**src/rtl/sram_seq.sv**
```systemverilog
// rtl/sram_seq.sv - record/playback sequencer between 16-bit sample streams and a word SRAM
//
// Purpose: records a stream of ADC samples into consecutive SRAM words and plays
// them back on request to the DAC path. Each SRAM strobe is held ACC_CYCLES cycles.
//
// Ports:
//   clk, rst                  clock (rising edge), synchronous active-high reset
//   start, stop, mode_record  operation control (start samples mode_record; stop wins)
//   sample_in, sample_in_valid      record-side sample stream
//   sample_req                      playback-side request for the next sample
//   sample_out, sample_out_valid    playback-side returned sample
//   sram_addr, sram_read, sram_write, sram_wdata, sram_rdata   SRAM access port
//   busy, done, rec_len, overrun    status
module sram_seq #(
  parameter logic [17:0] MAX_ADDR   = 18'h3FFFF,
  parameter int          ACC_CYCLES = 2
) (
  input  logic        clk,
  input  logic        rst,
  input  logic        start,
  input  logic        stop,
  input  logic        mode_record,
  input  logic [15:0] sample_in,
  input  logic        sample_in_valid,
  input  logic        sample_req,
  output logic [15:0] sample_out,
  output logic        sample_out_valid,
  output logic [17:0] sram_addr,
  output logic        sram_read,
  output logic        sram_write,
  output logic [15:0] sram_wdata,
  input  logic [15:0] sram_rdata,
  output logic        busy,
  output logic        done,
  output logic [17:0] rec_len,
  output logic        overrun
);

  localparam logic [2:0] IDLE      = 3'd0;
  localparam logic [2:0] REC_WAIT  = 3'd1;
  localparam logic [2:0] REC_WRITE = 3'd2;
  localparam logic [2:0] PLAY_WAIT = 3'd3;
  localparam logic [2:0] PLAY_READ = 3'd4;

  localparam int            CW       = (ACC_CYCLES > 1) ? $clog2(ACC_CYCLES) : 1;
  localparam logic [CW-1:0] CNT_LAST = CW'(ACC_CYCLES - 1);

  logic [2:0]    state_q, state_d;
  logic [17:0]   addr_q, addr_d;
  logic [17:0]   rec_len_q, rec_len_d;
  logic [15:0]   wdata_q, wdata_d;
  logic [15:0]   rdata_q, rdata_d;
  logic [CW-1:0] cnt_q, cnt_d;
  logic          sov_q, sov_d;
  logic          done_q, done_d;
  logic          overrun_q, overrun_d;
  logic          stop_pend_q, stop_pend_d;

  logic acc_last;
  logic end_req;

  assign acc_last = (cnt_q == CNT_LAST);
  // A stop seen during an access, or on its final cycle, ends the operation once the access completes.
  assign end_req  = stop || stop_pend_q;

  always_comb begin
    state_d     = state_q;
    addr_d      = addr_q;
    rec_len_d   = rec_len_q;
    wdata_d     = wdata_q;
    rdata_d     = rdata_q;
    cnt_d       = cnt_q;
    sov_d       = 1'b0;
    done_d      = 1'b0;
    overrun_d   = overrun_q;
    stop_pend_d = stop_pend_q;

    case (state_q)
      IDLE: begin
        // stop outranks a simultaneous start
        if (start && !stop) begin
          if (mode_record) begin
            addr_d    = '0;
            rec_len_d = '0;
            overrun_d = 1'b0;
            state_d   = REC_WAIT;
          end else if (rec_len_q == '0) begin
            done_d = 1'b1;
          end else begin
            addr_d  = '0;
            state_d = PLAY_WAIT;
          end
        end
      end

      REC_WAIT: begin
        if (stop) begin
          state_d = IDLE;
          done_d  = 1'b1;
        end else if (sample_in_valid) begin
          wdata_d     = sample_in;
          cnt_d       = '0;
          stop_pend_d = 1'b0;
          state_d     = REC_WRITE;
        end
      end

      REC_WRITE: begin
        // The SRAM is occupied; any sample arriving now is lost.
        if (sample_in_valid) overrun_d = 1'b1;
        if (stop) stop_pend_d = 1'b1;
        if (acc_last) begin
          rec_len_d = addr_q + 18'd1;
          if ((addr_q == MAX_ADDR) || end_req) begin
            state_d = IDLE;
            done_d  = 1'b1;
          end else begin
            addr_d  = addr_q + 18'd1;
            state_d = REC_WAIT;
          end
        end else begin
          cnt_d = cnt_q + 1'b1;
        end
      end

      PLAY_WAIT: begin
        if (stop) begin
          state_d = IDLE;
          done_d  = 1'b1;
        end else if (sample_req) begin
          cnt_d       = '0;
          stop_pend_d = 1'b0;
          state_d     = PLAY_READ;
        end
      end

      PLAY_READ: begin
        if (stop) stop_pend_d = 1'b1;
        if (acc_last) begin
          rdata_d = sram_rdata;
          sov_d   = 1'b1;
          if ((addr_q + 18'd1 == rec_len_q) || end_req) begin
            state_d = IDLE;
            done_d  = 1'b1;
          end else begin
            addr_d  = addr_q + 18'd1;
            state_d = PLAY_WAIT;
          end
        end else begin
          cnt_d = cnt_q + 1'b1;
        end
      end

      default: state_d = IDLE;
    endcase
  end

  always_ff @(posedge clk) begin
    if (rst) begin
      state_q     <= IDLE;
      addr_q      <= '0;
      rec_len_q   <= '0;
      wdata_q     <= '0;
      rdata_q     <= '0;
      cnt_q       <= '0;
      sov_q       <= 1'b0;
      done_q      <= 1'b0;
      overrun_q   <= 1'b0;
      stop_pend_q <= 1'b0;
    end else begin
      state_q     <= state_d;
      addr_q      <= addr_d;
      rec_len_q   <= rec_len_d;
      wdata_q     <= wdata_d;
      rdata_q     <= rdata_d;
      cnt_q       <= cnt_d;
      sov_q       <= sov_d;
      done_q      <= done_d;
      overrun_q   <= overrun_d;
      stop_pend_q <= stop_pend_d;
    end
  end

  // Strobes decode straight from the state, so they can never overlap and drop with the state.
  assign sram_write       = (state_q == REC_WRITE);
  assign sram_read        = (state_q == PLAY_READ);
  assign busy             = (state_q != IDLE);
  assign sram_addr        = addr_q;
  assign sram_wdata       = wdata_q;
  assign sample_out       = rdata_q;
  assign sample_out_valid = sov_q;
  assign done             = done_q;
  assign rec_len          = rec_len_q;
  assign overrun          = overrun_q;

endmodule

```
**config.mk**
```make
export PLATFORM = sky130hd
export DESIGN_NAME = sram_seq
export DESIGN_NICKNAME = d
export VERILOG_FILES = /design/src/rtl/sram_seq.sv
export SDC_FILE = /design/constraint.sdc
export NUM_CORES = 1
export LEC_CHECK = 0
export CORE_MARGIN = 2
export CORE_UTILIZATION = 50
export DETAILED_ROUTE_END_ITERATION = 12
export GPL_ROUTABILITY_DRIVEN = 0
export PLACE_DENSITY = 0.82
export RECOVER_POWER = 100
export SLEW_MARGIN = 20
export SYNTH_ARGS = -nofsm -noshare
export SYNTH_HDL_FRONTEND = slang
export SYNTH_SLANG_ARGS = --single-unit
```
**constraint.sdc**
```tcl
create_clock -name clk -period 5.6 [get_ports clk]
set_input_delay 1.12 -clock clk [delete_from_list [all_inputs] [get_ports clk]]
set_output_delay 1.12 -clock clk [all_outputs]
set_load 0.005 [all_outputs]
```
-- After elaboration in Yosys (flattened, before gate mapping)
Index checks and enable logic that the tools add are counted.
- add/sub/neg operators: 2
- multiply operators: 0
- divide/modulo/power cells: 0
- order comparisons: 0
- equality and inequality tests: 21
- shift operators: 0
- muxes and demuxes: 46
- bitwise logic cells: 2
- reductions and logical operators: 22
- operator list (kind ; count):
    $mux W18 ; 10
    $pmux W18 S3 ; 1
    $pmux W18 S2 ; 1
    $mux W3 ; 9
    $mux W1 ; 19
    $add A18 B1 Y18 const B ; 1
    $eq A18 B18 Y1 ; 1
    $eq A18 B18 Y1 const B ; 1
    $logic_not A18 Y1 ; 1
    $ne A2 B2 Y1 const B ; 9
    $pmux W3 S5 ; 1
    $reduce_and A6 Y1 ; 2
    $ne A3 B3 Y1 const B ; 3
    $reduce_bool A3 Y1 ; 3
    $reduce_and A4 Y1 ; 2
    $reduce_and A7 Y1 ; 1
    $eq A3 B2 Y1 const B ; 2
    $ne A2 B1 Y1 const B ; 3
    $pmux W1 S3 ; 2
    $reduce_or A2 Y1 ; 3
    $reduce_and A5 Y1 ; 1
    $pmux W1 S4 ; 1
    $eq A3 B1 Y1 const B ; 1
    $eq A3 B3 Y1 const B ; 1
    other kinds (11) ; 14
- register bits after elaboration: 76
- latch bits: 0
- bits in writable memories: 0
- memory bits (read-only): 0
- bits of input ports: 39
- logic and storage cells: 103
- memories kept: 0

-- Depth between registers and ports, before layout
- word-level depth: 6
- gate-level depth with buffers: 12
- mapped depth without buffers: 9

-- Least setup slack after synthesis
Ideal clock, no wire load.
- kind: register to register
- start point: reg addr_q[0], in the netlist sram_addr[0]
- end point: reg addr_q[0], in the netlist sram_addr[0]
- setup time: 122 ps
- arrival time: 3025 ps
- required time: 5478 ps
- path slack: 2453 ps
- cell stages (with the launch flop): 11
- buffers on the path: 1
- clock period less this slack: 3147 ps
- cell sequence: dfxtp_1 -> ha_1 -> xnor2_1 -> o221ai_1 -> or4_1 -> or4_1 -> nor4_2 -> a211oi_2 -> o21ai_2 -> buf_2 -> o2bb2ai_1
- longest elaborated chain between the ends: 5
- elaborated cells between the ends (all ways): 13
- classes of those cells: add/sub (1); eq/ne (4); mux (5); reduce/logical (3)
- ends and longest elaborated chain (element ; RTL line ; RTL):
    start: declaration ; 49 ; logic [17:0] addr_q, addr_d;
    start signal: assignment ; 172 ; addr_q <= addr_d;
    $add A18 B1 Y18 ; 118, 142, 146 ;
    $eq A18 B18 Y1 ; 142 ; if ((addr_q + 18'd1 == rec_len_q) || end_req) begin
    $logic_or A1 B1 Y1 ; 142 ;
    $ne A2 B2 Y1 (no line) ; - ;
    $reduce_and A7 Y1 (no line) ; - ;
Several ways; a longest one is shown, not always the timed one. The select of a mux whose other input is x is not followed.
A chain may end at the register's enable or synchronous reset.

-- Worst setup path in the final report
Ends and elaborated chain as after synthesis.

==> flow_summary_export.csv <==
group,metric,value,unit
outcome,outcome,"finished clean",
setup_path,cp_num_buf_inv,0,
global_route,grt_pass1_wl,20.6,mm
cells_and_area,final_common_cell,"nand2_1",
pwr,cell_internal_pwr,0.986,mW
sta,rsz0062_at_grt,"no",
cells_and_area,syn_to_final_growth,30.1,%
die,die_h,96.4,um
die,die-area,9290,um^2
sta,slew_violations,0,
setup_path,crit_path_cell_trace,"ha_1, nand3_1, nor4_1, xnor3_1, nand4_1, nor4_1, a211oi_1, o21ai_0, o2bb2ai_1",
clocking,holdBufCountCts,0,
die,ios,113,
setup_path,reg2reg_from,"sram_addr[0]",
detailed_routing,antenna_left,0,
setup_path,worstSetupPathType,"flip-flop to flip-flop",
clocking,cts.sinks,76,
synthesis,synth_warnings,0,
sta,fin_crit,4330,ps
global_route,grt_antenna_before_repair,0,
sta,setup_slack,1270,ps
detailed_routing,first_pass_iters,5,
synthesis,syn-cell-area,4270,um^2
detailed_routing,post_drt_wl_per_cell,18.0,um
sta,relSlewSlack,25.5,%
global_route,track_usage,28.6,%
clocking,post-cts-setup-buffer-count,0,
setup_path,critPathSlowestCell,"a211oi_1",
setup_path,start_kind,"flip-flop",
setup_path,reg2reg_to,"sram_addr[0]",
clocking,clock_latency,370,ps
detailed_routing,via_per_inst,6.32,
sta,fin_crit_sh,77.3,%
die,core-area,8260,um^2
cells_and_area,antenna_cells,0,
sta,fmax,231,MHz
die,initial_core_util,51.7,%
synthesis,synth_edf_count,0,
synthesis,yosys_register_bits,76,
clocking,cts_buffers,9,
detailed_routing,num_vias,4684,
place,place_ws,1680,ps
pwr,switching_share,32.3,%
global_route,globalRouteOverflowTotal,0,
synthesis,synth_nets,592,
pwr,p_leak,2.09,nW
setup_path,timing.critical_path.mode_cell,"nor4_1",
clocking,post_cts_resized,0,
sta,final-hold-violation-count,0,
run,drv_cap,0,
setup_path,crit_family,"compound AO/OA/AOI/OAI gates",
die,std_cell_rows,33,
pwr,ir_drop,0.180,mV
sta,setup_violations,0,
pwr,seq_power_share,40.5,%
global_route,grt_pass1_vias,4161,
synthesis,synth_cells,552,
die,dieWidth,96.4,um
sta,worst_pin_slew,1110,ps
detailed_routing,drc,0,
cells_and_area,drive_gt1_share,3.77,%
synthesis,synth_cell_type_count,61,
pwr,power.switching,0.471,mW
clocking,clk_pin_slew,80,ps
place,port_buffers,112,
hold_path,holdPathStages,2,
cells_and_area,postLayoutCoreUtil,67.2,%
synthesis,ys_seq_area_share,35.6,%
hold_path,hold_class,"flip-flop to flip-flop",
clocking,cts_root_buf,"clkbuf_8",
synthesis,avgSynthCellArea,7.73,um^2
hold_path,min-delay-start,"sample_out[6]",
setup_path,critPathMaxStageDelay,940,ps
clocking,clock_path_buffers,2,
setup_path,critical_path.max_fanout,10,
setup_path,cp-end-kind,"flip-flop",
detailed_routing,totalWireLength,13.3,mm
synthesis,synthFlopType,"dfxtp_1",
clocking,cts_tree,"done",
pwr,clockPowerShare,35.6,%
setup_path,ff2ff_setup_slack,1270,ps
setup_path,crit_cells,9,
detailed_routing,drt_iter0_markers,474,
cells_and_area,nets,671,
pwr,pwr_density_cell,262,nW/um^2
clocking,cts_max_level,3,
sta,tns,0,ps
setup_path,reg2reg_depth,9,
setup_path,arrival,4560,ps
setup_path,critPathRequiredTime,5830,ps
hold_path,hold_path_end,"sample_out[6]",
cells_and_area,layout_common_cells,"nand2_1 (95), dfxtp_1 (76), dlygate4sd3_1 (76)",
synthesis,async_flop_share,0,%
global_route,grt_start_max_net_pins,55,
sta,fin_skew,11.1,ps
place,dpl.hpwl,9.56,mm
pwr,pwr-share-comb,23.9,%
-- routing by layer --
metal	vias up	part of all wire [%]	wire length, um	global-route usage (%)
met5	-	0	0	0
met2	328	46	6130	45.5
met3	68	11	1500	8.77
li1	2147	-	-	-
met1	2141	38	5090	34.8
met4	0	4.6	610	15.1
-- tightest hold or removal path: stages (launching register included) --
cell	delay (ps)
dfxtp_1	310
nand2_1	50
a21oi_1	50
-- worst max-delay path by stage --
stage,end,from
3_3_place_gp,sram_addr[12],stop
5_1_grt,sram_addr[0],sram_addr[0]
2_1_floorplan,sram_addr[0],sram_addr[0]
6_report,sram_addr[0],sram_addr[0]
4_1_cts,sram_addr[11],sram_addr[0]
3_5_place_dp,sram_addr[12],stop
-- stage by stage --
stage	std cells	total power, mW	instance area, um^2	hold slack [ps]
5_1_grt	741	1.51	5550	474
4_1_cts	741	1.46	5580	459
3_5_place_dp	725	0.954	5340	448
6_report	741	1.46	5550	455
3_3_place_gp	725	0.944	5340	441
2_1_floorplan	552	0.819	4270	453
-- cells by family (layout without fill, tap and decap cells) --
family,Yosys count,after routing,synth area share (%)
simple gates,244,244,28.2
compound gates,147,147,23.5
flops,76,76,35.6
buf+inv,54,138,5.16
xor+xnor,27,27,6.51
mux,3,3,0.704
fa+ha+maj,1,1,0.293
-- Yosys cell counts (all sizes together), types with 4 or more instances --
master	count	area share (%)
nor4	14	2.3
a22oi	14	2.5
nor2b	10	1.5
a41o	4	0.94
o2bb2ai	8	1.6
or4	4	0.70
o31ai	9	1.6
a21oi	58	6.8
nor2	41	3.6
o221ai	8	1.6
o21bai	5	0.88
inv	6	0.53
nand4	14	2.1
nand2	95	8.4
nand3	10	1.2
xnor2	14	2.9
and2	6	0.88
xor2	10	2.1
clkbuf	37	3.3
nor3	11	1.3
o21ai	15	1.9
nand2b	14	2.1
dfxtp	76	36
buf	10	1.3
or3	6	0.88
a211oi	4	0.94
-- sequential cells by signal, indices dropped and copies added, names as in the netlist --
name	cells
sample_out	16
stop_pend_q	1
sample_out_valid	1
state_q	3
done	1
overrun	1
sram_wdata	16
rec_len	18
sram_addr	18
acc_last	1
-- power groups by stage --
stage	sequential, mW	combinational [mW]	clock (mW)
final	0.589	0.349	0.519
after detailed placement	0.600	0.354	0
after global placement	0.599	0.345	0
after global routing	0.592	0.375	0.541
after floorplan	0.581	0.237	0
after CTS	0.588	0.358	0.519
-- layout make-up --
type                       count  area, um^2
timing repair buffer         115        1130
sequential                    76        1520
fill                         684        2710
clock buffer                  10         128
tap                          105         131
clock inverter                 6         111
inverter                       7        26.3
multi-input combinational    422        2500
(Power assumes the default switching activity.)
